==> config.mk <==
export PLATFORM = sky130hd
export DESIGN_NAME = sw_bounce_gen
export DESIGN_NICKNAME = d
export VERILOG_FILES = /design/src/rtl/db_pkg.sv /design/src/rtl/lfsr16.sv /design/src/rtl/sw_bounce_gen.sv
export SDC_FILE = /design/constraint.sdc
export NUM_CORES = 1
export LEC_CHECK = 0
export ABC_AREA = 0
export CAP_MARGIN = 15
export CELL_PAD_IN_SITES_DETAIL_PLACEMENT = 1
export CELL_PAD_IN_SITES_GLOBAL_PLACEMENT = 2
export CORE_ASPECT_RATIO = 2
export CORE_MARGIN = 5
export CORE_UTILIZATION = 43
export DETAILED_ROUTE_END_ITERATION = 10
export GPL_ROUTABILITY_DRIVEN = 1
export PLACE_DENSITY_LB_ADDON = 0.1
export SLEW_MARGIN = 0
export SYNTH_ARGS = -nofsm -noshare
export SYNTH_HDL_FRONTEND = slang
export SYNTH_SLANG_ARGS = --single-unit
==> constraint.sdc <==
create_clock -name clk -period 5.2 [get_ports clk]
set_input_delay 0.78 -clock clk [delete_from_list [all_inputs] [get_ports clk]]
set_output_delay 0.78 -clock clk [all_outputs]
set_load 0.02 [all_outputs]
==> src/rtl/db_pkg.sv <==
// Shared definitions for the switch-bounce emulator: FSM state type,
// LFSR geometry (16-bit Fibonacci, x^16+x^14+x^13+x^11+1), default seed,
// the idle glitch trigger pattern and a one-step LFSR helper.
package db_pkg;

    typedef enum logic {
        IDLE   = 1'b0,
        BOUNCE = 1'b1
    } state_t;

    localparam int          LFSR_W         = 16;
    // Feedback taps as a bit mask: bits 15, 13, 12, 10 (x^16, x^14, x^13, x^11).
    localparam logic [15:0] LFSR_TAPS      = 16'hB400;
    localparam logic [15:0] DEFAULT_SEED   = 16'hACE1;
    localparam logic [7:0]  GLITCH_PATTERN = 8'hA5;

    // One Fibonacci step: shift left, parity of the tapped bits enters at bit 0.
    function automatic logic [LFSR_W-1:0] lfsr_next(input logic [LFSR_W-1:0] q);
        return {q[LFSR_W-2:0], ^(q & LFSR_TAPS)};
    endfunction

endpackage

==> src/rtl/lfsr16.sv <==
// Free-running 16-bit Fibonacci LFSR. Loads 'seed' while reset is high and
// advances on every clock otherwise. A non-zero seed keeps it off the
// all-zero lock-up state forever (maximal-length polynomial).
module lfsr16
    import db_pkg::*;
(
    input  logic        clk,
    input  logic        reset,
    input  logic [15:0] seed,
    output logic [15:0] q
);

    // Seed on reset, step the shift register every cycle otherwise.
    always_ff @(posedge clk or posedge reset) begin
        if (reset) begin
            q <= seed;
        end else begin
            q <= lfsr_next(q);
        end
    end

endmodule

==> src/rtl/sw_bounce_gen.sv <==
// Mechanical switch emulator. When the clean target 'cmd' changes, 'sw'
// bounces randomly (one LFSR bit resampled every DWELL cycles) for
// BOUNCE_CYCLES cycles, then settles at the target and pulses 'done'.
//
// Interface: 'cmd' is a level, sampled synchronously on every rising edge
// (no synchronizer inside). There is no valid/ready handshake: a change of
// 'cmd' is the request, 'busy' marks the window, 'done' is a one-cycle
// completion pulse that is never high together with 'busy'.
//
// Optional feature: define SW_BOUNCE_GEN_GLITCH_EN to add single-cycle idle
// glitches (sw = !tgt for one cycle whenever lfsr[7:0] == 8'hA5 in IDLE).
module sw_bounce_gen
    import db_pkg::*;
#(
    parameter int unsigned BOUNCE_CYCLES = 20,
    parameter int unsigned DWELL         = 2,
    parameter logic [15:0] SEED          = 16'hACE1
) (
    input  logic clk,
    input  logic reset,
    input  logic cmd,
    output logic sw,
    output logic busy,
    output logic done,
    output logic state_dbg
);

    localparam logic [15:0] SEED_EFF     = (SEED == 16'h0000) ? DEFAULT_SEED : SEED;
    localparam logic [15:0] CNT_RELOAD   = 16'(BOUNCE_CYCLES - 1);
    localparam logic [7:0]  DWELL_RELOAD = 8'(DWELL - 1);

    state_t      state_q, state_d;
    logic        tgt_q, tgt_d;
    logic        sw_q, sw_d;
    logic        done_q, done_d;
    logic [15:0] cnt_q, cnt_d;
    logic [7:0]  dwell_q, dwell_d;
    logic [15:0] lfsr_q;
    logic        glitch;
    logic        lfsr_unused;

    lfsr16 u_lfsr (
        .clk   (clk),
        .reset (reset),
        .seed  (SEED_EFF),
        .q     (lfsr_q)
    );

`ifdef SW_BOUNCE_GEN_GLITCH_EN
    assign glitch = (lfsr_q[7:0] == GLITCH_PATTERN);
`else
    assign glitch = 1'b0;
`endif

    // Only a few LFSR bits drive behaviour; the rest are deliberately ignored.
    assign lfsr_unused = ^lfsr_q;

    // State and datapath registers; reset clears everything.
    always_ff @(posedge clk or posedge reset) begin
        if (reset) begin
            state_q <= IDLE;
            tgt_q   <= 1'b0;
            sw_q    <= 1'b0;
            done_q  <= 1'b0;
            cnt_q   <= 16'd0;
            dwell_q <= 8'd0;
        end else begin
            state_q <= state_d;
            tgt_q   <= tgt_d;
            sw_q    <= sw_d;
            done_q  <= done_d;
            cnt_q   <= cnt_d;
            dwell_q <= dwell_d;
        end
    end

    // Next-state logic: start/restart the window on a target change, bounce
    // sw on dwell expiry, settle and pulse done when the window count ends.
    always_comb begin
        state_d = state_q;
        tgt_d   = tgt_q;
        sw_d    = sw_q;
        done_d  = 1'b0;
        cnt_d   = cnt_q;
        dwell_d = dwell_q;
        case (state_q)
            IDLE: begin
                if (cmd != tgt_q) begin
                    tgt_d   = cmd;
                    cnt_d   = CNT_RELOAD;
                    dwell_d = DWELL_RELOAD;
                    sw_d    = tgt_q;
                    state_d = BOUNCE;
                end else begin
                    sw_d = tgt_q ^ glitch;
                end
            end
            BOUNCE: begin
                if (cmd != tgt_q) begin
                    // Target moved mid-window: restart the whole window.
                    tgt_d   = cmd;
                    cnt_d   = CNT_RELOAD;
                    dwell_d = DWELL_RELOAD;
                end else if (cnt_q == 16'd0) begin
                    sw_d    = tgt_q;
                    done_d  = 1'b1;
                    state_d = IDLE;
                end else begin
                    cnt_d = cnt_q - 16'd1;
                    if (dwell_q == 8'd0) begin
                        sw_d    = lfsr_q[0];
                        dwell_d = DWELL_RELOAD;
                    end else begin
                        dwell_d = dwell_q - 8'd1;
                    end
                end
            end
            default: begin
                state_d = IDLE;
            end
        endcase
    end

    assign sw        = sw_q;
    assign busy      = (state_q == BOUNCE);
    assign done      = done_q;
    assign state_dbg = (state_q == BOUNCE);

endmodule

=== After elaboration in Yosys (flattened, before gate mapping) ===
Index checks and enable logic that the tools add are counted.

* Register bits: 44
* Input port bits: 3
* Output and inout bits: 4
* Word-level logic and storage cells: 41

* Add/sub/neg operators: 2
* Eq/ne operators: 5
* Mux-type cells: 21
* Bitwise operators: 1
* Reduce and logical (&&, ||, !) cells: 5

{| class="wikitable"
|+ Operators by type and width
! cell !! number
|-
| $mux W16 || 3
|-
| $mux W8 || 4
|-
| $pmux W16 S2 || 1
|-
| $logic_not A16 Y1 || 1
|-
| $pmux W8 S2 || 1
|-
| $reduce_xor A16 Y1 || 1
|-
| $sub A16 B1 Y16 const B || 1
|-
| $mux W1 || 10
|-
| $logic_not A8 Y1 || 1
|-
| $sub A8 B1 Y8 const B || 1
|-
| $ne A2 B2 Y1 const B || 2
|-
| $pmux W1 S2 || 2
|-
| $reduce_and A2 Y1 || 2
|-
| $ne A3 B1 Y1 const B || 1
|-
| $ne A3 B3 Y1 const B || 1
|-
| $ne A1 B1 Y1 || 1
|-
| $not A1 Y1 || 1
|}

=== Depth between registers and ports, before layout ===
* Depth after elaboration: 5
* Depth in mapped cells: 8
* Mapped depth without buffers: 6

=== Worst setup path after synthesis ===
OpenSTA, ideal clock, no wires.

* Kind: reg2reg
* From: register cnt_q[0]
* To: register cnt_q[6]
* Setup time: 0.079 ns
* Arrival: 2.169 ns
* Required time: 5.121 ns
* Path slack: 2.952 ns
* Cell stages (with the launch flop): 9
* Buffers on the path: 2
* Clock period less this slack: 2.248 ns
* Cell sequence: dfrtp_1 -> inv_1 -> ha_1 -> buf_4 -> or4b_4 -> or4_4 -> buf_6 -> nand4_1 -> mux2i_1

* Word-level cells in the longest chain between the ends: 4
* Elaborated cells between the ends (all ways): 7

{| class="wikitable"
|+ Ends and longest elaborated chain
! element !! RTL line !! source
|-
| from (decl) || sw_bounce_gen.sv:36 || <nowiki>logic [15:0] cnt_q, cnt_d;</nowiki>
|-
| from (signal assigned) || sw_bounce_gen.sv:72 || <nowiki>cnt_q <= cnt_d;</nowiki>
|-
| $sub A16 B1 Y16 || sw_bounce_gen.sv:109 || <nowiki>cnt_d = cnt_q - 16'd1;</nowiki>
|-
| $mux W16 || sw_bounce_gen.sv:104 || <nowiki>end else if (cnt_q == 16'd0) begin</nowiki>
|-
| $mux W16 || sw_bounce_gen.sv:99 || <nowiki>if (cmd != tgt_q) begin</nowiki>
|-
| $pmux W16 S2 || sw_bounce_gen.sv:86 || <nowiki>case (state_q)</nowiki>
|}

Parallel ways exist; a longest one is shown, timed or not. The select of a mux whose other input is x is not followed.
A chain may end at the register's enable or synchronous reset.

=== Final worst setup path ===
* From: register cnt_q[0]
* To: register cnt_q[8]

Same word-level chain as after synthesis.

==> flow_summary.toml <==
[power]
netSwitchingFraction = 0.335
seq_power_share = 0.487
p_comb_frac = 0.268
switching_power_w = 0.000287
leakage_nw = 0.985
peakVddDrop_uv = 300
p_per_area_mw_per_mm2 = 375
p_clk_frac = 0.245
power.internal_w = 0.000570

[global_routing]
grtUsageTotal = 0.180
grt_overflow = 0
grt_pass1_wl_um = 8690
grt_max_degree = 45
antenna_found_initial = 0
grt_pass1_vias = 1760

[floorplanning]
rows = 35
core_area_mm2 = 0.00464
pin_count = 7
initial_core_util = 0.448
die_w_um = 59.2
die-area_mm2 = 0.00641
die_h_um = 108

[worst_setup_path]
cp_num_buf_inv = 2
reg2reg_depth = 7
crit_arrival_ns = 2.89
rrSetupSlack_ns = 2.54
r2r_end = "cnt_q[8]$_DFFE_PP0P_"
worstPathRequired_ns = 5.44
critPathMaxFanout = 8
setup.worst_path.class = "reg2reg"
critPathSlowestCell = "nor4_1"
cp_cell_sequence = "inv_1, ha_1, or4b_4, nor4_1, buf_4, o31ai_1, a21oi_1"
end_kind = "flip-flop"
crit_family = "simple AND/OR/NAND/NOR gates"
start_kind = "flip-flop"
max_stage_delay_ns = 0.65
r2r-start = "cnt_q[0]$_DFFE_PP0P_"

[clocking]
clk_pin_slew_ns = 0.10
cts_buffers = 5
cts.sinks = 44
cts_setup_buffers = 0
cts.path.max_buffers = 2
cts_hold_buf = 0
worstSkewPairLatency_ns = 0.31
cts_resized = 0
cts_tree = "done"
h-tree-depth = 2
root_buffer = "clkbuf_8"

[synth]
synth-main-ff-cell = "dfrtp_1"
async_reset_ff_frac = 1.00
netlist_instances = 200
synth-edff-count = 0
synth_fp_nets = 206
syn_area_mm2 = 0.00208
seq_area_frac_synth = 0.534
avgSynthCellArea_um2 = 10.4
ys_ff_latch = 44
yosys_warnings = 0
ys_types = 45

[hold_path]
min_to = "u_lfsr.q[15]$_DFF_PP1_"
hold_path.class = "reg2reg"
worstHoldStart = "u_lfsr.q[14]$_DFF_PP0_"
hold_depth = 0

[drt]
wire_per_inst_um = 19.4
postRouteAntennaNets = 0
drt_wl_total_um = 5140
via_per_inst = 6.01
vias = 1592
drc = 0
dr.pass1.iters = 4
dr.first_iter.drc_count = 55

[timing]
period_needed_ns = 2.66
max_slew_margin = 0.440
fin_crit_sh = 0.511
timing.fmax_mhz = 376
tns_ns = 0
hold_violations = 0
whs_ns = 0.334
setup_viol = 0
clock_skew_ns = 0.0188
worstMarginPinSlew_ns = 0.832
drv_slew = 0
rsz0062_at_grt = "no"

[placement]
port-buffer-count = 6
gp_congestion = 0.826
dp.final_hpwl_um = 3830

[finish]
antennaDiodeCount = 0
utilization = 0.492
area_growth_syn_to_layout_pct = 9.75
fin_nets = 215
layout-drive-gt1-share = 0.148
fill_cells = 542

[job]
cap_violations = 0

[outcome]
status = "completed"
==> per-stage QoR <==
| step | total power, W | cell area, µm² | worst slack (ns) | std cells |
|---|---|---|---|---|
| 2_1_floorplan | 0.000585 | 2080 | 2.95 | 200 |
| 3_3_place_gp | 0.000647 | 2200 | 2.65 | 257 |
| 3_5_place_dp | 0.000656 | 2200 | 2.56 | 257 |
| 4_1_cts | 0.000870 | 2280 | 2.52 | 265 |
| 5_1_grt | 0.000914 | 2280 | 2.37 | 265 |
| 6_report | 0.000857 | 2280 | 2.54 | 265 |
==> power groups by stage <==
stage                     sequential [W]  combinational (W)  clock, W
after floorplan                 0.000414           0.000171         0
after global placement          0.000421           0.000226         0
after detailed placement        0.000423           0.000233         0
after CTS                       0.000417           0.000234  0.000218
after global routing            0.000422           0.000260  0.000232
final                           0.000418           0.000230  0.000210
==> cell usage after synthesis, drive strengths merged (2+ instances only) <==
| cell | number | area (µm²) |
|---|---|---|
| nor4 | 4 | 25.0 |
| nand3b | 3 | 22.5 |
| buf | 7 | 45.0 |
| a21oi | 11 | 55.1 |
| nor2 | 13 | 48.8 |
| a31o | 2 | 17.5 |
| xor2 | 2 | 17.5 |
| or3 | 4 | 30.0 |
| o31ai | 6 | 45.0 |
| o21ai | 7 | 35.0 |
| nand3 | 4 | 20.0 |
| dfstp | 8 | 210 |
| or4 | 12 | 98.8 |
| dfrtp | 36 | 901 |
| a41o | 2 | 20.0 |
| nand2b | 4 | 25.0 |
| nand2 | 18 | 67.6 |
| mux2i | 4 | 40.0 |
| a31oi | 4 | 25.0 |
| nor3 | 9 | 45.0 |
| clkbuf | 3 | 11.3 |
| nor3b | 3 | 22.5 |
| nand4 | 6 | 37.5 |
| inv | 7 | 26.3 |
| o211ai | 3 | 22.5 |
| or4b | 2 | 23.8 |
| ha | 3 | 37.5 |
| xnor2 | 3 | 26.3 |
==> state kept, by name, summed over array words and instances (netlist names) <==
name / cells
cnt_q: 16
busy: 1
sw: 1
u_lfsr.q: 16
tgt_q: 1
done: 1
dwell_q: 8
==> cell usage in the layout (no fill, tap or decap), types with 5 or more instances in the layout <==
| master | n |
|---|---|
| buf_4 | 6 |
| inv_1 | 7 |
| or4_1 | 9 |
| dfstp_2 | 8 |
| dfrtp_1 | 36 |
| nor3_1 | 9 |
| a21oi_1 | 11 |
| nor2_1 | 13 |
| o31ai_1 | 6 |
| clkdlybuf4s50_1 | 6 |
| nand4_1 | 6 |
| clkbuf_8 | 5 |
| o21ai_0 | 7 |
| nand2_1 | 18 |
==> layout make-up <==
cell class | count | area [µm²] | share of cell area
Tap cell | 55 | 68.8 | 0.0302
Sequential cell | 44 | 1110 | 0.487
Multi-Input combinational cell | 138 | 882 | 0.387
Timing Repair Buffer | 12 | 105 | 0.0461
Clock buffer | 6 | 72.6 | 0.0318
Clock inverter | 2 | 12.5 | 0.00548
Inverter | 8 | 30.0 | 0.0132
==> cells by family after synthesis <==
family | Yosys count | share of synthesized area
AND/OR/NAND/NOR | 86 | 0.239
flip-flops | 44 | 0.534
AO/OA/AOI/OAI | 40 | 0.127
buffers and inverters | 18 | 0.0415
XOR/XNOR | 5 | 0.0211
multiplexers | 4 | 0.0193
adder cells (fa/ha/maj) | 3 | 0.0181
==> how the worst max path moves through the flow <==
stage               cells after the start            startpoint  slack (ns)                    to
floorplan                               8  cnt_q[0]$_DFFE_PP0P_        2.95  cnt_q[6]$_DFFE_PP0P_
global placement                        7  cnt_q[0]$_DFFE_PP0P_        2.65  cnt_q[7]$_DFFE_PP0P_
detailed placement                      7  cnt_q[0]$_DFFE_PP0P_        2.56  cnt_q[8]$_DFFE_PP0P_
CTS                                     7  cnt_q[0]$_DFFE_PP0P_        2.52  cnt_q[8]$_DFFE_PP0P_
global route                            7  cnt_q[0]$_DFFE_PP0P_        2.37  cnt_q[7]$_DFFE_PP0P_
finish                                  7  cnt_q[0]$_DFFE_PP0P_        2.54  cnt_q[8]$_DFFE_PP0P_
==> per-layer routing <==
layer / up-vias / wire length, µm / track usage
li1: 753 / - / -
met1: 811 / 1950 / 0.190
met2: 18 / 2980 / 0.335
met3: 10 / 89 / 0.0311
met4: 0 / 123 / 0.0778
met5: - / 0 / 0
No activity file was read; power rests on OpenSTA's default activity.
